## config.mk

```make
export PLATFORM = sky130hd
export DESIGN_NAME = multicycle_ctrl
export DESIGN_NICKNAME = d
export VERILOG_FILES = /design/src/rtl/multicycle_ctrl_pkg.sv /design/src/rtl/multicycle_ctrl.sv
export SDC_FILE = /design/constraint.sdc
export NUM_CORES = 1
export LEC_CHECK = 0
export CAP_MARGIN = 20
export CORE_ASPECT_RATIO = 1.75
export CORE_MARGIN = 8
export CORE_UTILIZATION = 42
export DETAILED_ROUTE_END_ITERATION = 7
export PLACE_DENSITY = 0.76
export SLEW_MARGIN = 30
export SYNTH_ARGS = -nofsm -noshare
export SYNTH_HDL_FRONTEND = slang
export SYNTH_SLANG_ARGS = --single-unit
```

## constraint.sdc

```tcl
create_clock -name clk -period 2.27 [get_ports clk]
set_clock_uncertainty 0.05 [all_clocks]
set_input_delay 0.227 -clock clk [delete_from_list [all_inputs] [get_ports clk]]
set_output_delay 0.227 -clock clk [all_outputs]
set_load 0.005 [all_outputs]
```

## src/rtl/multicycle_ctrl_pkg.sv

```systemverilog
// Shared definitions for the multicycle MIPS-subset control FSM:
// opcode/funct codes, ALUC OpA codes, state encoding and the decode helper.
package multicycle_ctrl_pkg;

    localparam logic [5:0] OP_R    = 6'b000000;
    localparam logic [5:0] OP_ADDI = 6'b001000;
    localparam logic [5:0] OP_SLTI = 6'b001010;
    localparam logic [5:0] OP_ANDI = 6'b001100;
    localparam logic [5:0] OP_ORI  = 6'b001101;
    localparam logic [5:0] OP_LW   = 6'b100011;
    localparam logic [5:0] OP_SW   = 6'b101011;

    localparam logic [5:0] FN_MULT = 6'b011000;
    localparam logic [5:0] FN_DIV  = 6'b011010;

    localparam logic [2:0] OPA_DECODE = 3'b010;
    localparam logic [2:0] OPA_IDLE   = 3'b000;

    typedef enum logic [3:0] {
        ST_FETCH    = 4'd0,
        ST_DECODE   = 4'd1,
        ST_EXEC_R   = 4'd2,
        ST_EXEC_MD  = 4'd3,
        ST_WB_R     = 4'd4,
        ST_EXEC_I   = 4'd5,
        ST_WB_I     = 4'd6,
        ST_MEM_ADDR = 4'd7,
        ST_MEM_RD   = 4'd8,
        ST_WB_LW    = 4'd9,
        ST_MEM_WR   = 4'd10,
        ST_ILLEGAL  = 4'd11
    } state_e;

    // State that follows DECODE for a given instruction.
    function automatic state_e decode_next(input logic [5:0] op, input logic [5:0] funct);
        state_e nxt;
        unique case (op)
            OP_R:                              nxt = (funct == FN_MULT || funct == FN_DIV)
                                                     ? ST_EXEC_MD : ST_EXEC_R;
            OP_ADDI, OP_SLTI, OP_ANDI, OP_ORI: nxt = ST_EXEC_I;
            OP_LW, OP_SW:                      nxt = ST_MEM_ADDR;
            default:                           nxt = ST_ILLEGAL;
        endcase
        return nxt;
    endfunction

endpackage

```

## src/rtl/multicycle_ctrl.sv

```systemverilog
// Main control FSM for the multicycle MIPS-subset datapath: instruction
// sequencing, memory wait handling, fixed MULT/DIV window and retire counter.
//
// state    | meaning
// FETCH    | read instruction; IR/PC update when memory ready
// DECODE   | pick execute path from op/funct
// EXEC_R   | R-type ALU operation
// EXEC_MD  | MULT/DIV, held for MD_CYCLES cycles
// WB_R     | write rd from ALU
// EXEC_I   | immediate ALU operation
// WB_I     | write rt from ALU
// MEM_ADDR | compute LW/SW address
// MEM_RD   | load data read, wait for memory
// WB_LW    | write rt from MDR
// MEM_WR   | store data write, wait for memory
// ILLEGAL  | flag unsupported opcode for one cycle
module multicycle_ctrl
    import multicycle_ctrl_pkg::*;
#(
    parameter int unsigned MD_CYCLES = 4,
    parameter int unsigned CNT_W     = 16
) (
    input  logic             clk,
    input  logic             rst,
    input  logic [5:0]       instr_op,
    input  logic [5:0]       instr_funct,
    input  logic             mem_ready,
    output logic [2:0]       OpA,
    output logic             itr_sel,
    output logic             alu_src_b,
    output logic             pc_wr,
    output logic             ir_wr,
    output logic             mem_rd,
    output logic             mem_wr,
    output logic             reg_dst,
    output logic             mem_to_reg,
    output logic             reg_wr,
    output logic             illegal,
    output logic [CNT_W-1:0] instret
);

    localparam int unsigned MD_W = $clog2(MD_CYCLES + 1);

    state_e            state_q, state_d;
    logic [MD_W-1:0]   md_cnt_q, md_cnt_d;
    logic [CNT_W-1:0]  instret_q, instret_d;
    logic              retire;

    always_ff @(posedge clk) begin
        if (rst) begin
            state_q   <= ST_FETCH;
            md_cnt_q  <= '0;
            instret_q <= '0;
        end else begin
            state_q   <= state_d;
            md_cnt_q  <= md_cnt_d;
            instret_q <= instret_d;
        end
    end

    always_comb begin
        state_d    = state_q;
        md_cnt_d   = md_cnt_q;
        retire     = 1'b0;
        OpA        = OPA_IDLE;
        itr_sel    = 1'b0;
        alu_src_b  = 1'b0;
        pc_wr      = 1'b0;
        ir_wr      = 1'b0;
        mem_rd     = 1'b0;
        mem_wr     = 1'b0;
        reg_dst    = 1'b0;
        mem_to_reg = 1'b0;
        reg_wr     = 1'b0;
        illegal    = 1'b0;

        unique case (state_q)
            ST_FETCH: begin
                mem_rd = 1'b1;
                if (mem_ready) begin
                    ir_wr   = 1'b1;
                    pc_wr   = 1'b1;
                    state_d = ST_DECODE;
                end
            end
            ST_DECODE: begin
                state_d = decode_next(instr_op, instr_funct);
                // Down-counter starts at MD_CYCLES-1 so EXEC_MD lasts exactly MD_CYCLES.
                if (state_d == ST_EXEC_MD) md_cnt_d = MD_W'(MD_CYCLES - 1);
            end
            ST_EXEC_R: begin
                OpA     = OPA_DECODE;
                state_d = ST_WB_R;
            end
            ST_EXEC_MD: begin
                OpA = OPA_DECODE;
                if (md_cnt_q == '0) state_d = ST_WB_R;
                else                md_cnt_d = md_cnt_q - 1'b1;
            end
            ST_WB_R: begin
                OpA     = OPA_DECODE;
                reg_dst = 1'b1;
                reg_wr  = 1'b1;
                retire  = 1'b1;
                state_d = ST_FETCH;
            end
            ST_EXEC_I, ST_MEM_ADDR: begin
                OpA       = OPA_DECODE;
                itr_sel   = 1'b1;
                alu_src_b = 1'b1;
                if (state_q == ST_EXEC_I) state_d = ST_WB_I;
                else                      state_d = (instr_op == OP_LW) ? ST_MEM_RD : ST_MEM_WR;
            end
            ST_WB_I: begin
                OpA       = OPA_DECODE;
                itr_sel   = 1'b1;
                alu_src_b = 1'b1;
                reg_wr    = 1'b1;
                retire    = 1'b1;
                state_d   = ST_FETCH;
            end
            ST_MEM_RD: begin
                OpA       = OPA_DECODE;
                itr_sel   = 1'b1;
                alu_src_b = 1'b1;
                mem_rd    = 1'b1;
                if (mem_ready) state_d = ST_WB_LW;
            end
            ST_WB_LW: begin
                mem_to_reg = 1'b1;
                reg_wr     = 1'b1;
                retire     = 1'b1;
                state_d    = ST_FETCH;
            end
            ST_MEM_WR: begin
                OpA       = OPA_DECODE;
                itr_sel   = 1'b1;
                alu_src_b = 1'b1;
                mem_wr    = 1'b1;
                if (mem_ready) begin
                    retire  = 1'b1;
                    state_d = ST_FETCH;
                end
            end
            ST_ILLEGAL: begin
                illegal = 1'b1;
                state_d = ST_FETCH;
            end
            default: state_d = ST_FETCH;
        endcase

        instret_d = instret_q + {{(CNT_W-1){1'b0}}, retire};
        instret   = instret_q;

        // Reset silences the datapath immediately, including an in-flight memory access.
        if (rst) begin
            OpA        = OPA_IDLE;
            itr_sel    = 1'b0;
            alu_src_b  = 1'b0;
            pc_wr      = 1'b0;
            ir_wr      = 1'b0;
            mem_rd     = 1'b0;
            mem_wr     = 1'b0;
            reg_dst    = 1'b0;
            mem_to_reg = 1'b0;
            reg_wr     = 1'b0;
            illegal    = 1'b0;
            instret    = '0;
        end
    end

endmodule
```

==> summary.md <==
| Metric | Value |
|---|---|
| Max IR drop VDD | 0.000365 V |
| Post-DRT Antenna Nets | 0 |
| Yosys reg bits | 23 |
| GRT overflow | 0 |
| WL per Instance | 14.0 µm |
| Final cell count without fillers | 272 |
| H-tree depth | 1 |
| Yosys cell types | 46 |
| Critical path required time | slightly below 2 ns |
| Ports | between 40 and 50 |
| Yosys top cell area share | around a third |
| Design area | a little over 2000 µm² |
| Placed cells | 268 |
| CTS tree | built |
| Clk buf depth | 2 |
| Final setup vio count | 0 |
| Reg2reg end | instret_q[14] |
| Core area | ~3400 µm² |
| Post-route minimum period | 2.15 ns |
| Post-Syn Instances | between 150 and 200 |
| Power, Total | 0.860 mW |
| Num rows | 28 |
| Gpl congestion | roughly 0.8 |
| CP Launch Type | flip-flop |
| ANT cells | 0 |
| Post-DP Area | 1980 µm² |
| Endpoints failing hold | 0 |
| Type of the worst min-delay path | flip-flop to flip-flop |
| Die height | 93.9 µm |
| Post-CTS Setup Repair Bufs | 0 |
| Period utilization | a little over nine tenths |
| Routed via count | 1,442 |
| Nets@finish | 247 |
| Later-pin clock latency in the skew report | approximately 0.26 ns |
| Clock root buffer master | clkbuf_8 |
| Synth Flop Type | dfxtp_1 |
| Sequential area share after synthesis | a little under a third |
| First-pass GRT wire length | approximately 6400 µm |
| Vias/cell | around 5.3 |
| Warnings from Yosys | 0 |
| DR iter-0 viols | 32 |
| Critical path class | flip-flop to output pin |
| Met2 Use GR | a little over a quarter |
| Max Cap Viol | 0 |
| Share of cells above drive strength 1 | between 10% and 20% |
| Vias in the first global route | approximately 1,500 |
| Worst-margin pin slew | approximately 0.63 ns |
| # hold bufs at CTS | 0 |
| Met3 GRT Util | 1.51% |
| Slew margin rel. | between 50% and 60% |
| WL final | 3820 µm |
| Final setup TNS | 0 ns |
| Final WS setup | about 0.12 ns |
| TritonRoute pass-1 iters | 4 |
| Initial Util | 43.3% |
| Most Used Layer, Global Route | met2 |
| Hold Path Origin | instret_q[15] |
| Overall Global Routing Usage | ~14% |
| Pleak | 0.727 nW |
| Post-synth top area cell | dfxtp_1 |
| Met1 usage | between 10% and 20% |
| Worst Hold Path EP | instret_q[15] |
| Asr flop ratio synth | 0% |
| Critical Path Fanout Max | 7 |
| Dpl ws | -0.0544 ns |
| Post-Syn Area | 1460 µm² |
| Post-synth EDFFs | 0 |
| Post-DP HPWL | 2870 µm |
| Hold Path Stages | 2 |
| Reg2reg setup slack | roughly 0.15 ns |
| Synth area leaders | dfxtp_1 32%, nor2b_1 8.6%, nor2_1 4.1% |
| Pin count of the biggest net entering global routing | around 50 |
| PortBufs | 40 |
| Arrival time at the worst endpoint | 1.87 ns |
| Clock sinks | 23 |
| Synth-to-layout area growth | 41.6% |
| Initial antenna violation count | 0 |
| Num CTS Buffers | 3 |
| Die width | just over 60 µm |
| Worst Reg-to-Reg Cells | 9 |
| Fill cells | 326 |
| Fmax | about 0.47 GHz |
| CP Capture Type | output pin |
| DRC Markers | 0 |
| Reg-to-reg startpoint | state_q[1] |
| Max-slew violations | 0 |
| Power Density | roughly 420 nW/µm² |
| Clock slew seen by the registers of the worst setup and hold paths | around 0.080 ns |
| Die area | 5680 µm² |
| Post-Syn Area per Cell | 8.17 µm² |
| Status | completed |
[per-stage QoR]
stage | util, % | hold WS (ns)
floorplan | - | 0.347
global placement | 58.8 | 0.410
detailed placement | 58.8 | 0.419
CTS | 60.2 | 0.430
global route | 61.3 | 0.467
finish | 61.3 | 0.427
[synthesized netlist by cell type (all sizes together) (2+ instances only)]
cell	count
a21oi	9
a31oi	3
and4	2
buf	7
clkbuf	7
dfxtp	23
ha	4
inv	4
nand2	10
nand2b	3
nand3	5
nand4	5
nor2	16
nor2b	20
nor3	7
nor3b	2
nor4	7
o21ai	6
o31ai	2
o41ai	2
or4	5
or4b	2
xnor2	6
xor2	4
[critical path, cell delays in order, from the launching register on]
cell and delay, ns:
dfxtp_1 0.36, nand2b_1 0.18, buf_4 0.17, or2_1 0.23, a21oi_1 0.13, clkdlybuf4s50_1 0.52
[per-layer routing]
metal,vias to the layer above,share of wire (%)
li1,733,-
met1,680,40
met2,25,55
met3,4,3.6
met4,0,1.5
met5,-,0
[layout by cell type, fill, tap and decap left out, drive strengths merged, types with 5 or more instances in the layout]
cell type	instances
nor2	16
xnor2	6
o21ai	6
nand3	5
nand4	5
buf	18
clkdlybuf4s50	40
nand2	10
dfxtp	23
a21oi	9
nor4	7
or4	5
nor3	7
nor2b	20
[cell type report]
type / instances / area (µm²) / share of cell area, %
Inverter: 4 / 15.0 / 0.729
Timing Repair Buffer: 58 / 548 / 26.6
Sequential cell: 23 / 463 / 22.5
Clock inverter: 1 / 5.00 / 0.243
Clock buffer: 3 / 41.3 / 2.00
Tap cell: 45 / 56.3 / 2.73
Multi-Input combinational cell: 138 / 932 / 45.2
[cells by family (layout without fill, tap and decap cells)]
kind of cell / count (synthesis) / after routing / synth area share, %
flops: 23 / 23 / 31.6
mux: 1 / 1 / 0.774
simple gates: 91 / 91 / 38.0
buf+inv: 18 / 66 / 6.96
other cells: 1 / 2 / 0.258
fa+ha+maj: 4 / 4 / 3.44
xor+xnor: 10 / 10 / 6.02
compound gates: 30 / 30 / 12.9
[worst max path at each step]
stage          startpoint       endpoint  slack [ns]
2_1_floorplan  state_q[2]  instret_q[14]        0.03
3_3_place_gp    mem_ready   instret_q[8]       -0.02
3_5_place_dp    mem_ready  instret_q[14]       -0.05
4_1_cts        state_q[3]        itr_sel        0.09
5_1_grt        state_q[1]  instret_q[10]       -0.05
6_report       state_q[2]         OpA[1]        0.12
[power by group]
part | switching, mW | internal, mW
combinational | 0.0844 | 0.103
sequential | 0.0105 | 0.413
clock | 0.127 | 0.122
[registers in the layout (all words and copies together), names as in the netlist]
register / flops
instret_q: 16
state_q: 4
md_cnt_q: 3
[repair_timing]
item                                   4_1_cts  5_1_grt
resized for setup                            0       10
endpoints found under the hold margin        0        0
setup endpoints to repair                    0        9
Note: power is estimated with default switching activity, not from simulation.
